--- src/rtl/rr_tdm_pkg.sv ---
// rr_tdm_pkg: shared types, default widths and width helper for the TDM multiply engine
package rr_tdm_pkg;

    typedef enum logic [1:0] {
        COEF_INCR      = 2'd0,
        COEF_DECR      = 2'd1,
        COEF_CONST     = 2'd2,
        COEF_CONST_ALT = 2'd3
    } coef_mode_e;

    localparam int DEF_DATA_WIDTH   = 8;
    localparam int DEF_COEF_WIDTH   = 8;
    localparam int DEF_NUM_CH       = 4;
    localparam int DEF_MULT_LATENCY = 3;

    function automatic int prod_width(input int dw, input int cw);
        return dw + cw;
    endfunction

endpackage

--- src/rtl/rr_grant_arbiter.sv ---
// rr_grant_arbiter: work-conserving round-robin arbiter, one-hot grant plus index.
//   clk, rst       : clock, synchronous active-high reset
//   req_i          : request vector
//   grant_o        : one-hot grant
//   grant_idx_o    : index of the granted requester
//   grant_valid_o  : some requester was granted
module rr_grant_arbiter #(
    parameter int N = 4
) (
    input  logic                 clk,
    input  logic                 rst,
    input  logic [N-1:0]         req_i,
    output logic [N-1:0]         grant_o,
    output logic [$clog2(N)-1:0] grant_idx_o,
    output logic                 grant_valid_o
);
    localparam int W = $clog2(N);

    logic [W-1:0] ptr_q;
    logic [W-1:0] idx;

    // Search starts just past the last winner, so the last winner has lowest priority.
    always_comb begin
        grant_o       = '0;
        grant_idx_o   = '0;
        grant_valid_o = 1'b0;
        idx           = '0;
        for (int i = 1; i <= N; i++) begin
            idx = W'((int'(ptr_q) + i) % N);
            if (!grant_valid_o && req_i[idx]) begin
                grant_valid_o = 1'b1;
                grant_o[idx]  = 1'b1;
                grant_idx_o   = idx;
            end
        end
    end

    always_ff @(posedge clk) begin
        if (rst) ptr_q <= W'(N - 1);
        else if (grant_valid_o) ptr_q <= grant_idx_o;
    end

endmodule

--- src/rtl/rr_tdm_mult.sv ---
// rr_tdm_mult: N-channel round-robin time-division multiplier with per-channel coefficient generators.
//   clk, rst    : clock, synchronous active-high reset
//   in_valid/in_ready/in_data : per-channel ingress, one holding register each
//   coef_mode   : per-channel 2-bit mode (INCR, DECR, CONST, CONST)
//   coef_const  : per-channel constant coefficient
//   out_valid/out_ch/out_data : one-cycle product strobe tagged with its channel
//   busy        : any holding register or pipeline stage occupied
module rr_tdm_mult
    import rr_tdm_pkg::*;
#(
    parameter int DATA_WIDTH   = DEF_DATA_WIDTH,
    parameter int COEF_WIDTH   = DEF_COEF_WIDTH,
    parameter int NUM_CH       = DEF_NUM_CH,
    parameter int MULT_LATENCY = DEF_MULT_LATENCY
) (
    input  logic                             clk,
    input  logic                             rst,
    input  logic [NUM_CH-1:0]                in_valid,
    output logic [NUM_CH-1:0]                in_ready,
    input  logic [NUM_CH*DATA_WIDTH-1:0]     in_data,
    input  logic [2*NUM_CH-1:0]              coef_mode,
    input  logic [NUM_CH*COEF_WIDTH-1:0]     coef_const,
    output logic                             out_valid,
    output logic [$clog2(NUM_CH)-1:0]        out_ch,
    output logic [DATA_WIDTH+COEF_WIDTH-1:0] out_data,
    output logic                             busy
);
    localparam int CH_W = $clog2(NUM_CH);
    localparam int PW   = prod_width(DATA_WIDTH, COEF_WIDTH);

    logic [NUM_CH-1:0]     hold_valid_q;
    logic [DATA_WIDTH-1:0] hold_q [NUM_CH];
    logic [COEF_WIDTH-1:0] incr_q [NUM_CH];
    logic [COEF_WIDTH-1:0] decr_q [NUM_CH];
    logic [NUM_CH-1:0]     grant;
    logic [CH_W-1:0]       grant_idx;
    logic                  any_grant;
    coef_mode_e            mode;
    logic [COEF_WIDTH-1:0] coef;
    logic [DATA_WIDTH-1:0] a_d;

    logic [DATA_WIDTH-1:0] a_q;
    logic [COEF_WIDTH-1:0] b_q;
    logic [CH_W-1:0]       op_ch_q;
    logic                  op_v_q;
    logic [PW-1:0]         p_q  [MULT_LATENCY];
    logic [CH_W-1:0]       ch_q [MULT_LATENCY];
    logic [MULT_LATENCY-1:0] v_q;

    rr_grant_arbiter #(.N(NUM_CH)) u_arb (
        .clk           (clk),
        .rst           (rst),
        .req_i         (hold_valid_q),
        .grant_o       (grant),
        .grant_idx_o   (grant_idx),
        .grant_valid_o (any_grant)
    );

    // A granted hold empties this edge, so it may be refilled in the same cycle.
    assign in_ready = rst ? '0 : (~hold_valid_q | grant);

    // Operand and coefficient selection driven by the one-hot grant.
    always_comb begin
        mode = COEF_CONST;
        coef = '0;
        a_d  = '0;
        for (int c = 0; c < NUM_CH; c++) begin
            if (grant[c]) begin
                mode = coef_mode_e'(coef_mode[2*c +: 2]);
                coef = mode == COEF_INCR ? incr_q[c] :
                       mode == COEF_DECR ? decr_q[c] : coef_const[c*COEF_WIDTH +: COEF_WIDTH];
                a_d  = hold_q[c];
            end
        end
    end

    always_ff @(posedge clk) begin
        for (int c = 0; c < NUM_CH; c++) begin
            if (rst) begin
                hold_valid_q[c] <= 1'b0;
                incr_q[c]       <= '0;
                decr_q[c]       <= '1;
            end else begin
                if (in_valid[c] && in_ready[c]) begin
                    hold_valid_q[c] <= 1'b1;
                    hold_q[c]       <= in_data[c*DATA_WIDTH +: DATA_WIDTH];
                end else if (grant[c]) begin
                    hold_valid_q[c] <= 1'b0;
                end
                if (grant[c] && mode == COEF_INCR) incr_q[c] <= incr_q[c] + 1'b1;
                if (grant[c] && mode == COEF_DECR) decr_q[c] <= decr_q[c] - 1'b1;
            end
        end
    end

    always_ff @(posedge clk) begin
        a_q     <= a_d;
        b_q     <= coef;
        op_ch_q <= grant_idx;
    end

    always_ff @(posedge clk) begin
        if (rst) begin
            op_v_q <= 1'b0;
            v_q    <= '0;
            for (int s = 0; s < MULT_LATENCY; s++) begin
                p_q[s]  <= '0;
                ch_q[s] <= '0;
            end
        end else begin
            op_v_q  <= any_grant;
            v_q[0]  <= op_v_q;
            p_q[0]  <= PW'(a_q) * PW'(b_q);
            ch_q[0] <= op_ch_q;
            for (int s = 1; s < MULT_LATENCY; s++) begin
                v_q[s]  <= v_q[s-1];
                p_q[s]  <= p_q[s-1];
                ch_q[s] <= ch_q[s-1];
            end
        end
    end

    assign out_valid = v_q[MULT_LATENCY-1];
    assign out_ch    = ch_q[MULT_LATENCY-1];
    assign out_data  = p_q[MULT_LATENCY-1];
    assign busy      = |hold_valid_q || op_v_q || |v_q;

endmodule

--- config.mk ---
export PLATFORM = sky130hd
export DESIGN_NAME = rr_tdm_mult
export DESIGN_NICKNAME = d
export VERILOG_FILES = /design/src/rtl/rr_tdm_pkg.sv /design/src/rtl/rr_grant_arbiter.sv /design/src/rtl/rr_tdm_mult.sv
export SDC_FILE = /design/constraint.sdc
export NUM_CORES = 1
export LEC_CHECK = 0
export CAP_MARGIN = 20
export CORE_ASPECT_RATIO = 1.75
export CORE_MARGIN = 4
export CORE_UTILIZATION = 56
export CTS_BUF_LIST = sky130_fd_sc_hd__clkbuf_4 sky130_fd_sc_hd__clkbuf_8
export CTS_CLUSTER_DIAMETER = 120
export DETAILED_ROUTE_END_ITERATION = 12
export GPL_ROUTABILITY_DRIVEN = 0
export PLACE_DENSITY = 0.82
export SLEW_MARGIN = 20
export SYNTH_ARGS = -nofsm -noshare
export SYNTH_HDL_FRONTEND = slang
export SYNTH_SLANG_ARGS = --single-unit
--- constraint.sdc ---
create_clock -name clk -period 5.08 [get_ports clk]
set_clock_uncertainty 0.15 [all_clocks]
set_input_delay 0.508 -clock clk [delete_from_list [all_inputs] [get_ports clk]]
set_output_delay 0.508 -clock clk [all_outputs]
set_load 0.01 [all_outputs]
== Yosys cells after proc, flatten, opt, wreduce, memory -nomap -nowiden ==
Memory sizes are Yosys's and may differ from the RTL's.
Index checks and enable logic that the tools add are counted.

* Magnitude comparators: 8
* Multipliers: 1
* Equal/unequal tests: 5
* $add $sub $neg: 12
* Reductions and logical operators: 35
* Mux-type cells: 110
* Bitwise logic cells: 19

{| class="wikitable"
|+ Operators with widths
! cell !! number
|-
| 2-to-1 mux 8 bit || 24
|-
| 2-to-1 mux 1 bit || 59
|-
| 2-to-1 mux 16 bit || 3
|-
| adder 8 x 1 -> 8 bit (second input constant) || 4
|-
| subtractor 8 x 1 -> 8 bit (second input constant) || 4
|-
| 2-to-1 mux 2 bit || 11
|-
| 2-to-1 mux 4 bit || 5
|-
| logical AND 1 bit || 19
|-
| multiplier 8 x 8 -> 16 bit || 1
|-
| bitwise OR 4 bit || 4
|-
| bitwise OR 1 bit || 14
|-
| less-than comparator 2 x 3 -> 1 bit (second input constant) || 4
|-
| == test 2 x 1 -> 1 bit (second input constant) || 5
|-
| logical NOT 2 bit || 5
|-
| binary-select mux 1 bit (select 2 bit) || 4
|-
| demux 1 bit (select 2 bit) || 4
|-
| >= comparator 2 x 1 -> 1 bit (second input constant) || 4
|-
| nonzero test 2 bit || 4
|-
| adder 2 x 1 -> 2 bit (second input constant) || 2
|-
| adder 2 bit (second input constant) || 2
|-
| NOT 4 bit || 1
|-
| OR reduction 4 bit || 1
|-
| logical NOT 1 bit || 3
|-
| OR reduction 3 bit || 1
|-
| logical OR 1 bit || 2
|}

* RAM bits: 150
* Memories kept: 5
* Logic and storage cells: 205
* Output and inout bits: 24
* Input port bits: 78
* Register bits: 28

{| class="wikitable"
|+ Memory list
! memory !! depth !! bits a word !! read ports !! clocked after Yosys merged registers in !! wr ports !! RTL line !! source
|-
| p_q || 3 || 16 || 3 || 0 || 3 || rr_tdm_mult.sv:46 || <nowiki>logic [PW-1:0] p_q [MULT_LATENCY];</nowiki>
|-
| decr_q || 4 || 8 || 4 || 0 || 4 || rr_tdm_mult.sv:34 || <nowiki>logic [COEF_WIDTH-1:0] decr_q [NUM_CH];</nowiki>
|-
| hold_q || 4 || 8 || 4 || 0 || 4 || rr_tdm_mult.sv:32 || <nowiki>logic [DATA_WIDTH-1:0] hold_q [NUM_CH];</nowiki>
|-
| incr_q || 4 || 8 || 4 || 0 || 4 || rr_tdm_mult.sv:33 || <nowiki>logic [COEF_WIDTH-1:0] incr_q [NUM_CH];</nowiki>
|-
| ch_q || 3 || 2 || 3 || 0 || 3 || rr_tdm_mult.sv:47 || <nowiki>logic [CH_W-1:0] ch_q [MULT_LATENCY];</nowiki>
|}

== Logic depth before layout (Yosys ltp) ==
Gate-level depths: netlist of the first run.

* Depth after elaboration: 23
* Depth in mapped cells: 17
* Gate-level depth less buffers: 17

== Modules after synthesis ==
From an unflattened synthesis of the first run, not the netlist that was laid out.

* Cells, all modules: 980
* Area total of the unflattened synthesis: 10269.8 um^2

{| class="wikitable"
|+ By module, submodules not included
! module !! area each (um^2) !! seq. area each (um^2) !! cells an instance !! instances
|-
| rr_tdm_mult || 9761.9 || 4484.3 || 926 || 1
|-
| rr_grant_arbiter || 508.0 || 40.0 || 54 || 1
|}

== Least setup slack after synthesis of the first run ==
No wires, ideal clock.

* Kind: register -> register
* From: reg b_q[7]
* To: mem p_q[0][15] (netlist bit)
* Cell stages (with the launch flop): 16
* Arrival time: 4.010 ns
* Path slack: 0.799 ns
* Buffers on the path: 0
* Path through: dfxtp_1 > nand2_1 > fa_1 > fa_1 > inv_1 > fa_1 > inv_1 > fa_1 > inv_1 > ha_1 > inv_1 > a21oi_1 > o211a_1 > o2111ai_1 > a31oi_1 > mux2_2

{| class="wikitable"
|+ RTL lines
! what !! RTL line !! source
|-
| start, declared || rr_tdm_mult.sv:43 || <nowiki>logic [COEF_WIDTH-1:0] b_q;</nowiki>
|-
| start signal, assigned || rr_tdm_mult.sv:98 || <nowiki>b_q <= coef;</nowiki>
|-
| end, declared || rr_tdm_mult.sv:46 ||
|}

==> results of run 1 <==
-- worst min path at each step --
stage                     from         endpoint  slack [ns]  depth (start not counted)
finish                     rst  hold_valid_q[3]        0.22                          2
global route               rst  hold_valid_q[1]        0.21                          2
CTS                        rst  hold_valid_q[3]        0.20                          2
detailed placement  ch_q[0][2]       ch_q[0][4]        0.27                          1
global placement     p_q[0][1]       p_q[0][17]        0.26                          1
floorplan           op_ch_q[0]       ch_q[0][0]        0.26                          1
-- per-stage QoR --
stage / worst slack, ns / util / cell area (um^2) / total power [mW] / hold WS, ns
floorplan: 0.7993 / - / 10320 / 6.194 / 0.2638
global route: 0.1655 / 0.6511 / 11760 / 9.256 / 0.2081
finish: 0.4049 / 0.6511 / 11760 / 8.466 / 0.2191
CTS: 0.4110 / 0.6511 / 11760 / 8.462 / 0.2032
global placement: 0.5827 / 0.6305 / 11380 / 7.307 / 0.2649
detailed placement: 0.4372 / 0.6305 / 11380 / 7.516 / 0.2712
-- layer usage --
layer | vias to the layer above | global-route usage
li1 | 3639 | -
met1 | 3689 | 0.2369
met2 | 270 | 0.4390
met3 | 82 | 0.03520
met4 | 0 | 0.1299
met5 | - | 0
-- logic make-up (layout without fill, tap and decap cells) --
group,count (synthesis),count (layout),synth area share
and+or+nand+nor,348,348,0.1805
DFF,178,178,0.4384
AOI/OAI and AO/OA,168,168,0.1049
buffers and inverters,140,222,0.06134
adders and majority gates,85,85,0.1292
xor gates and xnor gates,53,53,0.04497
muxes,38,38,0.04073
-- power by group through the flow --
stage          combinational [mW]  clock, mW  sequential (mW)
3_5_place_dp                 5.24          0             2.28
3_3_place_gp                 5.04          0             2.26
2_1_floorplan                4.04          0             2.15
6_report                     5.28      0.937             2.25
4_1_cts                      5.27      0.950             2.24
5_1_grt                      5.95       1.02             2.29
-- area by class of cell --
| type | count | area, um^2 | share of cell area |
|---|---|---|---|
| Clock inverter | 15 | 137.6 | 0.01171 |
| Multi-Input combinational cell | 692 | 5170 | 0.4398 |
| Sequential cell | 178 | 4524 | 0.3849 |
| Tap cell | 234 | 292.8 | 0.02491 |
| Clock buffer | 17 | 234.0 | 0.01990 |
| Timing Repair Buffer | 116 | 1119 | 0.09516 |
| Inverter | 74 | 277.8 | 0.02363 |
-- cells in the final DEF (no fill, tap or decap), types with 17 or more instances in the layout --
cell	instances
dfxtp_1	82
clkbuf_8	17
xnor2_1	22
nand2_1	70
nor2b_1	47
o21ai_0	56
clkdlybuf4s50_1	100
edfxtp_1	96
nor3_1	42
inv_1	74
nand3_1	25
fa_1	36
nor2_1	51
a21oi_1	48
ha_1	49
xor2_1	31
and2_1	57
mux2i_1	33
-- flip-flops by register name (all words and copies together) (netlist names) --
register	cells
incr_q	32
ch_q	6
hold_q	32
hold_valid_q	4
p_q	48
u_arb.ptr_q	2
b_q	8
op_ch_q	2
decr_q	32
v_q	3
a_q	8
op_v_q	1
-- worst max-delay path, stage by stage, from the launching register on --
cell and delay, ns:
dfxtp_1 0.45, nand2_1 0.11, fa_1 0.52, fa_1 0.54
inv_1 0.05, fa_1 0.53, inv_1 0.05, fa_1 0.54
inv_1 0.04, ha_1 0.29, inv_1 0.07, a21oi_1 0.25
o211a_1 0.21, o2111ai_1 0.18, a31oi_1 0.21, mux2_2 0.35
==> flow_summary.yaml, run 1 <==
clocking:
  clockBufferDepth: 2
  cts_setup_buffers: 0
  hold_buffers: 0
  cts_resized: 0
  insertion_delay_ns: 0.48
  h-tree-depth: 4
  path_clk_slew_ns: 0.11
  cts_sinks: 178
  root_buffer: "clkbuf_8"
  cts_tree: "yes"
  cts_buffers: 17
setup_path:
  cp.required_ns: 5.29
  path_max_fanout: 8
  cp-end-kind: "flop"
  worst_setup_path_start_kind: "flop"
  worstSetupPathType: "flop to flop"
  rr_startpoint: "b_q[7]"
  regToRegEndpoint: "p_q[0][15]"
  cp.arrival_ns: 4.88
  critPathLaunch: "b_q[7]"
  r2r_slack_ns: 0.40
  r2r_cells: 15
  crit_end: "p_q[0][15]"
grt:
  grt_pass1_wl_um: 38200
  grt_overflow_total: 0
  grt.total_usage: 0.2310
  grt_max_degree: 66
  antenna_found_initial: 0
  grt_pass1_vias: 7809
sta:
  relSlewSlack: 0.3041
  tightest_slew_ns: 1.040
  fin_crit_ns: 4.675
  fin_tns_setup_ns: 0
  setup_viol: 0
  slew_violations: 0
  fmax_ghz: 0.2139
  rsz0062_at_grt: "false"
  hold_viol: 0
  min_period_over_period: 0.9203
floorplan:
  dieArea_um2: 20750
  io_pins: 102
  coreArea_um2: 18050
  die_x_um: 110.6
  rows: 65
  dieHeight_um: 187.6
  initial_utilization: 0.5717
route:
  ant_nets: 0
  dr.first_iter.drc_count: 498
  top_layer: "met4"
  wl_met1_um: 8332
  wl_met2_um: 13200
  dr.pass1.iters: 5
  vias: 7680
  wl_per_cell_um: 17.97
  totalWireLength_um: 23820
  remaining_drc_errors: 0
  wl_met3_um: 1038
  viasPerCell: 5.792
synth:
  yosys_warnings: 0
  synth.most_common_cell: "edfxtp_1"
  synth_edf_count: 96
  async_flop_share: 0
  synthFlopType: "edfxtp_1"
  yosys.area.top_type_share: 0.2793
  yosysSeqAreaShare: 0.4384
  ys_types: 68
  synth_area_per_cell_um2: 10.22
  syn_inst: 1010
  synth_area_leaders: "edfxtp_1 28%, dfxtp_1 16%, fa_1 7.0%, ha_1 5.9%, and2_1 3.5%"
  synth_fp_nets: 1173
  yosysTopAreaCell: "edfxtp_1"
  yosys-top-cells-count: "96 x edfxtp_1, 82 x dfxtp_1, 74 x inv_1"
  synth_seq_cells: 178
  synth_area_um2: 10320
pwr:
  p_clk_frac: 0.111
  p_int_mw: 4.382
  combPwrFrac: 0.624
  ir_drop_mv: 0.4525
  power.switching_mw: 4.084
  p_sw_frac: 0.4824
  power_density_nw_per_um2: 720.2
  seq_power_share: 0.266
  leakagePower_nw: 4.582
finish:
  drive_gt1_frac: 0.06227
  fin_nets: 1242
  antenna_cells: 0
  layout.cells.non_filler: 1326
  fill_cells: 1447
  area_growth_pct: 13.89
place:
  dp.cells: 1294
  dp_hpwl_um: 18490
  numPortBuffers: 101
worst_hold_path:
  hp-class: "input port to flop"
outcome:
  outcome: "completed"
run:
  cap_violations: 0
Note: power is estimated with default switching activity, not from simulation.
==> inputs of run 2 (changes only) <==
Settings changed: SKIP_CTS_REPAIR_TIMING set to 1.
==> results of run 2 <==
Final layout, timing and power as in run 1 (identical DEF).
==> inputs of run 3 (changes only) <==
Settings changed: HOLD_SLACK_MARGIN set to 0.02.
==> results of run 3 <==
Final layout, timing and power as in run 1 (identical DEF).
